[src/rtl/hit_detector.sv]
// Bullet/alien coincidence detector: maps a hit pixel to a formation cell and hands the kill over via valid/ready.
// Optional hit counter enabled by defining HIT_DETECTOR_HIT_COUNT_EN; otherwise hit_count is tied to zero.
module hit_detector #(
    parameter int NUM_ROWS    = 2,
    parameter int NUM_COLUMNS = 4,
    parameter int COL_SHIFT   = 6,
    parameter int ROW_SHIFT   = 5,
    localparam int ROW_W = (NUM_ROWS > 1) ? $clog2(NUM_ROWS) : 1,
    localparam int COL_W = (NUM_COLUMNS > 1) ? $clog2(NUM_COLUMNS) : 1
) (
    input  logic             clk,
    input  logic             rst_n,
    input  logic             frame_start,
    input  logic [15:0]      scan_x,
    input  logic [15:0]      scan_y,
    input  logic [15:0]      origin_x,
    input  logic [15:0]      origin_y,
    input  logic             alien_pixel,
    input  logic             bullet_pixel,
    output logic             kill_valid,
    input  logic             kill_ready,
    output logic [ROW_W-1:0] kill_row,
    output logic [COL_W-1:0] kill_col,
    output logic             bullet_consume,
    output logic [15:0]      hit_count
);

    typedef enum logic [1:0] {
        ARMED    = 2'd0,
        PENDING  = 2'd1,
        COOLDOWN = 2'd2
    } state_t;

    state_t      state;
    logic        frame_seen;
    logic        coincide;
    logic [15:0] dx;
    logic [15:0] dy;
    logic [15:0] col_full;
    logic [15:0] row_full;
    logic        in_grid;
    logic        hit;
    logic        accept;

    // Offsets wrap when the scan is left/above the grid; the explicit compares reject those.
    assign coincide = alien_pixel & bullet_pixel;
    assign dx       = scan_x - origin_x;
    assign dy       = scan_y - origin_y;
    assign col_full = dx >> COL_SHIFT;
    assign row_full = dy >> ROW_SHIFT;
    assign in_grid  = (scan_x >= origin_x) && (scan_y >= origin_y) &&
                      (col_full < 16'(NUM_COLUMNS)) && (row_full < 16'(NUM_ROWS));
    assign hit      = coincide && in_grid;
    assign accept   = (state == PENDING) && kill_valid && kill_ready;

    // NOTE: sequential state uses non-blocking assignments only, so every register samples pre-edge values.
    always_ff @(posedge clk or negedge rst_n) begin
        if (!rst_n) begin
            state          <= ARMED;
            frame_seen     <= 1'b0;
            kill_valid     <= 1'b0;
            kill_row       <= '0;
            kill_col       <= '0;
            bullet_consume <= 1'b0;
        end else begin
            bullet_consume <= 1'b0;
            case (state)
                ARMED: begin
                    // A frame_start in the capture cycle is absorbed: the new frame begins with this kill.
                    if (hit) begin
                        kill_row       <= row_full[ROW_W-1:0];
                        kill_col       <= col_full[COL_W-1:0];
                        kill_valid     <= 1'b1;
                        bullet_consume <= 1'b1;
                        frame_seen     <= 1'b0;
                        state          <= PENDING;
                    end
                end
                PENDING: begin
                    if (frame_start) begin
                        frame_seen <= 1'b1;
                    end
                    // A frame boundary crossed while waiting means cooldown is already over.
                    if (accept) begin
                        kill_valid <= 1'b0;
                        frame_seen <= 1'b0;
                        state      <= (frame_seen || frame_start) ? ARMED : COOLDOWN;
                    end
                end
                COOLDOWN: begin
                    if (frame_start) begin
                        state <= ARMED;
                    end
                end
                default: begin
                    state      <= ARMED;
                    kill_valid <= 1'b0;
                end
            endcase
        end
    end

`ifdef HIT_DETECTOR_HIT_COUNT_EN
    logic [15:0] hit_count_q;

    always_ff @(posedge clk or negedge rst_n) begin
        if (!rst_n) begin
            hit_count_q <= '0;
        end else if (accept && (hit_count_q != 16'hFFFF)) begin
            hit_count_q <= hit_count_q + 16'd1;
        end
    end

    assign hit_count = hit_count_q;
`else
    assign hit_count = 16'd0;
`endif

endmodule

[config.mk]
export PLATFORM = sky130hd
export DESIGN_NAME = hit_detector
export DESIGN_NICKNAME = d
export VERILOG_FILES = /design/src/rtl/hit_detector.sv
export SDC_FILE = /design/constraint.sdc
export NUM_CORES = 1
export LEC_CHECK = 0
export CAP_MARGIN = 20
export CORE_MARGIN = 1.5
export CORE_UTILIZATION = 35
export CTS_BUF_LIST = sky130_fd_sc_hd__clkbuf_8
export DETAILED_ROUTE_END_ITERATION = 8
export GPL_ROUTABILITY_DRIVEN = 0
export GPL_TIMING_DRIVEN = 0
export PLACE_DENSITY = 0.7
export SETUP_SLACK_MARGIN = 0.02
export SYNTH_ARGS = -nofsm -noshare
export SYNTH_HDL_FRONTEND = slang
export SYNTH_SLANG_ARGS = --single-unit
[constraint.sdc]
create_clock -name clk -period 1.5 [get_ports clk]
set_input_delay 0.15 -clock clk [delete_from_list [all_inputs] [get_ports clk]]
set_output_delay 0.15 -clock clk [all_outputs]
set_load 0.01 [all_outputs]
==> flow_summary.json <==
{
  "synth_seq_cells": 8,
  "first_pass_iters": 5,
  "rows": 31,
  "synthToLayoutAreaGrowth_pct": 81.5,
  "synth-simple-area-share_pct": 26.0,
  "die_w_um": 88.8,
  "synth_warnings": 0,
  "vias": 3277,
  "yosysUniqueCellTypes": 67,
  "cpMostUsedCell": "a21oi_2",
  "drt_iter0_drc": 196,
  "core_sq_um": 7180,
  "p_comb_share_pct": 79.2,
  "synth_edf_count": 0,
  "cts_sinks": 8,
  "async_reset_ff_share_pct": 100,
  "max-cap-violations": 0,
  "slowest_delay_ns": 0.40,
  "finalWirelength_um": 8680,
  "ant_nets": 0,
  "netlist_instances": 352,
  "min_period_over_period_pct": 159,
  "tightest_slew_ns": 0.511,
  "r2r_setup_slack_ns": 0.12,
  "synth_compound_area_share_pct": 34.2,
  "max_clock_freq_mhz": 421,
  "io_buffer_count": 74,
  "hold_violations": 0,
  "slew_headroom_pct": 65.8,
  "setup_ws_ns": -0.878,
  "status": "complete, but fails checks",
  "crit_type": "in2reg",
  "chipHeight_um": 88.8,
  "violations": "negative setup slack",
  "routed_via_density": 5.53,
  "setup_viol": 7,
  "total_power_mw": 2.28,
  "placedInstanceArea_sq_um": 3750,
  "synth_top_family_by_area": "compound AO/OA/AOI/OAI gates",
  "drive_above_1_share_pct": 49.6,
  "cts_made_buffers": 3,
  "min_path_type": "in2async",
  "synth-xor-area-share_pct": 2.04,
  "stdcell_count": 593,
  "wl_per_cell_um": 14.6,
  "num-nets-final": 598,
  "ys.flop_type": "dfrtp_1",
  "crit_slowest_cell": "or3_4",
  "power_frac_seq_pct": 9.5,
  "grt_pass1_vias": 3006,
  "reg2reg_from": "state[1]$_DFFE_PN0P_",
  "fin_area_sq_um": 4670,
  "crit_arrival_ns": 2.49,
  "grt_max_degree": 11,
  "dp.cells": 540,
  "antenna_found_initial": 0,
  "rsz0062_at_grt": "yes",
  "synthMuxAreaShare_pct": 1.31,
  "fin_util_pct": 65.1,
  "power_density_nw_per_um2": 489,
  "final_max_slew_viol_count": 0,
  "ys_seq_area_share_pct": 7.78,
  "cellLeakagePower_nw": 2.05,
  "crit_path_start_kind": "input pin",
  "clk_pin_slew_ns": 0.04,
  "drc_errors": 0,
  "switchingPower_mw": 0.979,
  "rr_worst_depth": 3,
  "worstPathCellList": "dlygate4sd2_1 > inv_2 > ha_4 > a21o_1 > a21oi_2 > and3_4 > nor3_2 > or3_4 > a21oi_2 > nand4_4 > mux2_4",
  "worstReg2RegEnd": "bullet_consume$_DFF_PN0_",
  "hpwlAfterDp_um": 5790,
  "p_sw_share_pct": 42.9,
  "fin_worst_skew_ns": 0.00183,
  "start_util_pct": 35.9,
  "clock_latency_ns": 0.23,
  "clkPwrFrac_pct": 11.3,
  "synthAdderAreaFrac_pct": 15.6,
  "period_needed_ns": 2.38,
  "diodes": 0,
  "htreeDepth": 1,
  "cts_tree": "yes",
  "synth_area_sq_um": 2570,
  "grt_use_total_pct": 20.2,
  "end_kind": "register",
  "cp.required_ns": 1.61,
  "vdd_drop_max_mv": 0.212,
  "avgSynthCellArea_sq_um": 7.31,
  "cellInternalPower_mw": 1.30,
  "pin_count": 91,
  "worstPathMaxFanout": 6,
  "grt_pass1_wl_um": 13000,
  "grt_overflow": 0,
  "cts_buffer_depth": 2,
  "clock-root-buffer": "clkbuf_8",
  "dieArea_sq_um": 7880
}
-- synth_stat cells (all sizes together) (2+ instances only) --
| cell | n | share of area (%) |
|---|---|---|
| and2 | 4 | 1.2 |
| o2111ai | 6 | 2.0 |
| nand2 | 23 | 3.5 |
| inv | 43 | 6.3 |
| a211o | 2 | 0.68 |
| o211ai | 7 | 2.0 |
| mux2 | 3 | 1.3 |
| xnor2 | 6 | 2.0 |
| nor2 | 18 | 2.6 |
| o22ai | 5 | 1.5 |
| nand4 | 11 | 3.7 |
| o21bai | 5 | 1.5 |
| dfrtp | 8 | 7.8 |
| a31oi | 4 | 1.6 |
| a211oi | 5 | 1.7 |
| o21ai | 20 | 4.0 |
| nand2b | 8 | 1.9 |
| a21boi | 3 | 0.87 |
| a21oi | 36 | 8.3 |
| ha | 32 | 16 |
| a311o | 2 | 0.78 |
| nand3b | 3 | 0.87 |
| nor4 | 5 | 2.6 |
| buf | 25 | 6.8 |
| nand3 | 13 | 2.7 |
| or3 | 2 | 0.49 |
| o211a | 3 | 1.2 |
| o31ai | 2 | 0.58 |
| nor3 | 11 | 2.1 |
| nor2b | 3 | 0.73 |
| and3 | 6 | 1.5 |
| a21o | 10 | 2.9 |
-- worst max-delay path, delay by kind of cell --
kind            cells  cell delay (ns)
compound gates      3             0.61
simple gates        4             0.86
buf+inv             2             0.30
fa+ha+maj           1             0.22
mux                 1             0.33
-- through the flow --
step | TNS (ns) | hold WS, ns | worst slack (ns)
6_report | -5.64 | 0.212 | -0.878
5_1_grt | -6.07 | 0.226 | -0.941
4_1_cts | -5.37 | 0.212 | -0.830
3_5_place_dp | -10.69 | 0.453 | -1.62
3_3_place_gp | -10.65 | 0.446 | -1.63
2_1_floorplan | -4.64 | -0.146 | -0.795
-- registers in the layout (all words and copies together) (netlist names) --
| register | count |
|---|---|
| kill_col | 2 |
| state | 2 |
| bullet_consume | 1 |
| frame_seen | 1 |
| kill_row | 1 |
| kill_valid | 1 |
-- logic make-up after synthesis --
group,count (synthesis)
AO/OA/AOI/OAI,121
AND/OR/NAND/NOR,113
buffers and inverters,68
adder cells (fa/ha/maj),32
flip-flops,8
XOR/XNOR,6
multiplexers,3
other,1
-- area by class of cell --
class	instances	area (sq um)
Sequential cell	8	200
Buffer	20	165
Clock buffer	3	41.3
Inverter	43	181
Multi-Input combinational cell	291	2900
Fill cell	593	2500
Timing Repair Buffer	129	1060
Tap cell	99	124
-- power by group through the flow --
| stage | registers [mW] | logic [mW] | clock network, mW |
|---|---|---|---|
| floorplan | 0.220 | 0.909 | 0 |
| global placement | 0.220 | 1.26 | 0 |
| detailed placement | 0.220 | 1.27 | 0 |
| CTS | 0.217 | 1.64 | 0.264 |
| global route | 0.216 | 1.94 | 0.282 |
| finish | 0.217 | 1.81 | 0.257 |
-- timing repair --
action,in CTS,in global routing
pin swaps,94,45
buffers inserted,42,13
endpoints found under the hold margin,0,0
setup endpoints to repair,7,7
resized for setup,229,59
hold buffers,0,0
-- routing by layer --
metal  wire length (um)  track usage [%]  part of all wire [%]  vias to the layer above
met2               4360             36.8                    50                      160
met1               3600             26.1                    42                     1535
met3                535             1.68                   6.2                       25
li1                   -                -                     -                     1557
met4                178             2.98                   2.1                        0
met5                  0                0                     0                        -
-- how the worst max path moves through the flow --
stage,from,end,depth (start not counted),slack [ns]
global route,scan_y[6],kill_col[1]$_DFFE_PN0P_,11,-0.94
finish,origin_x[3],kill_row$_DFFE_PN0P_,11,-0.88
global placement,origin_y[7],kill_row$_DFFE_PN0P_,11,-1.63
detailed placement,origin_y[7],kill_col[0]$_DFFE_PN0P_,11,-1.62
CTS,origin_y[12],kill_col[1]$_DFFE_PN0P_,12,-0.83
floorplan,origin_y[7],kill_col[0]$_DFFE_PN0P_,10,-0.79
-- layout by cell type (no fill, tap or decap), drive strengths merged, types with 6 or more instances in the layout --
cell type / Yosys / layout
a21o: 10 / 10
a21oi: 36 / 36
and3: 6 / 6
buf: 25 / 91
clkbuf: 0 / 18
clkdlybuf4s15: 0 / 8
clkdlybuf4s50: 0 / 10
conb: 1 / 16
dfrtp: 8 / 8
dlygate4sd2: 0 / 25
ha: 32 / 32
inv: 43 / 43
nand2: 23 / 23
nand2b: 8 / 8
nand3: 13 / 13
nand4: 11 / 11
nor2: 18 / 18
nor3: 11 / 11
o2111ai: 6 / 6
o211ai: 7 / 7
o21ai: 20 / 20
xnor2: 6 / 6
Power figures use the tool's default switching activity.
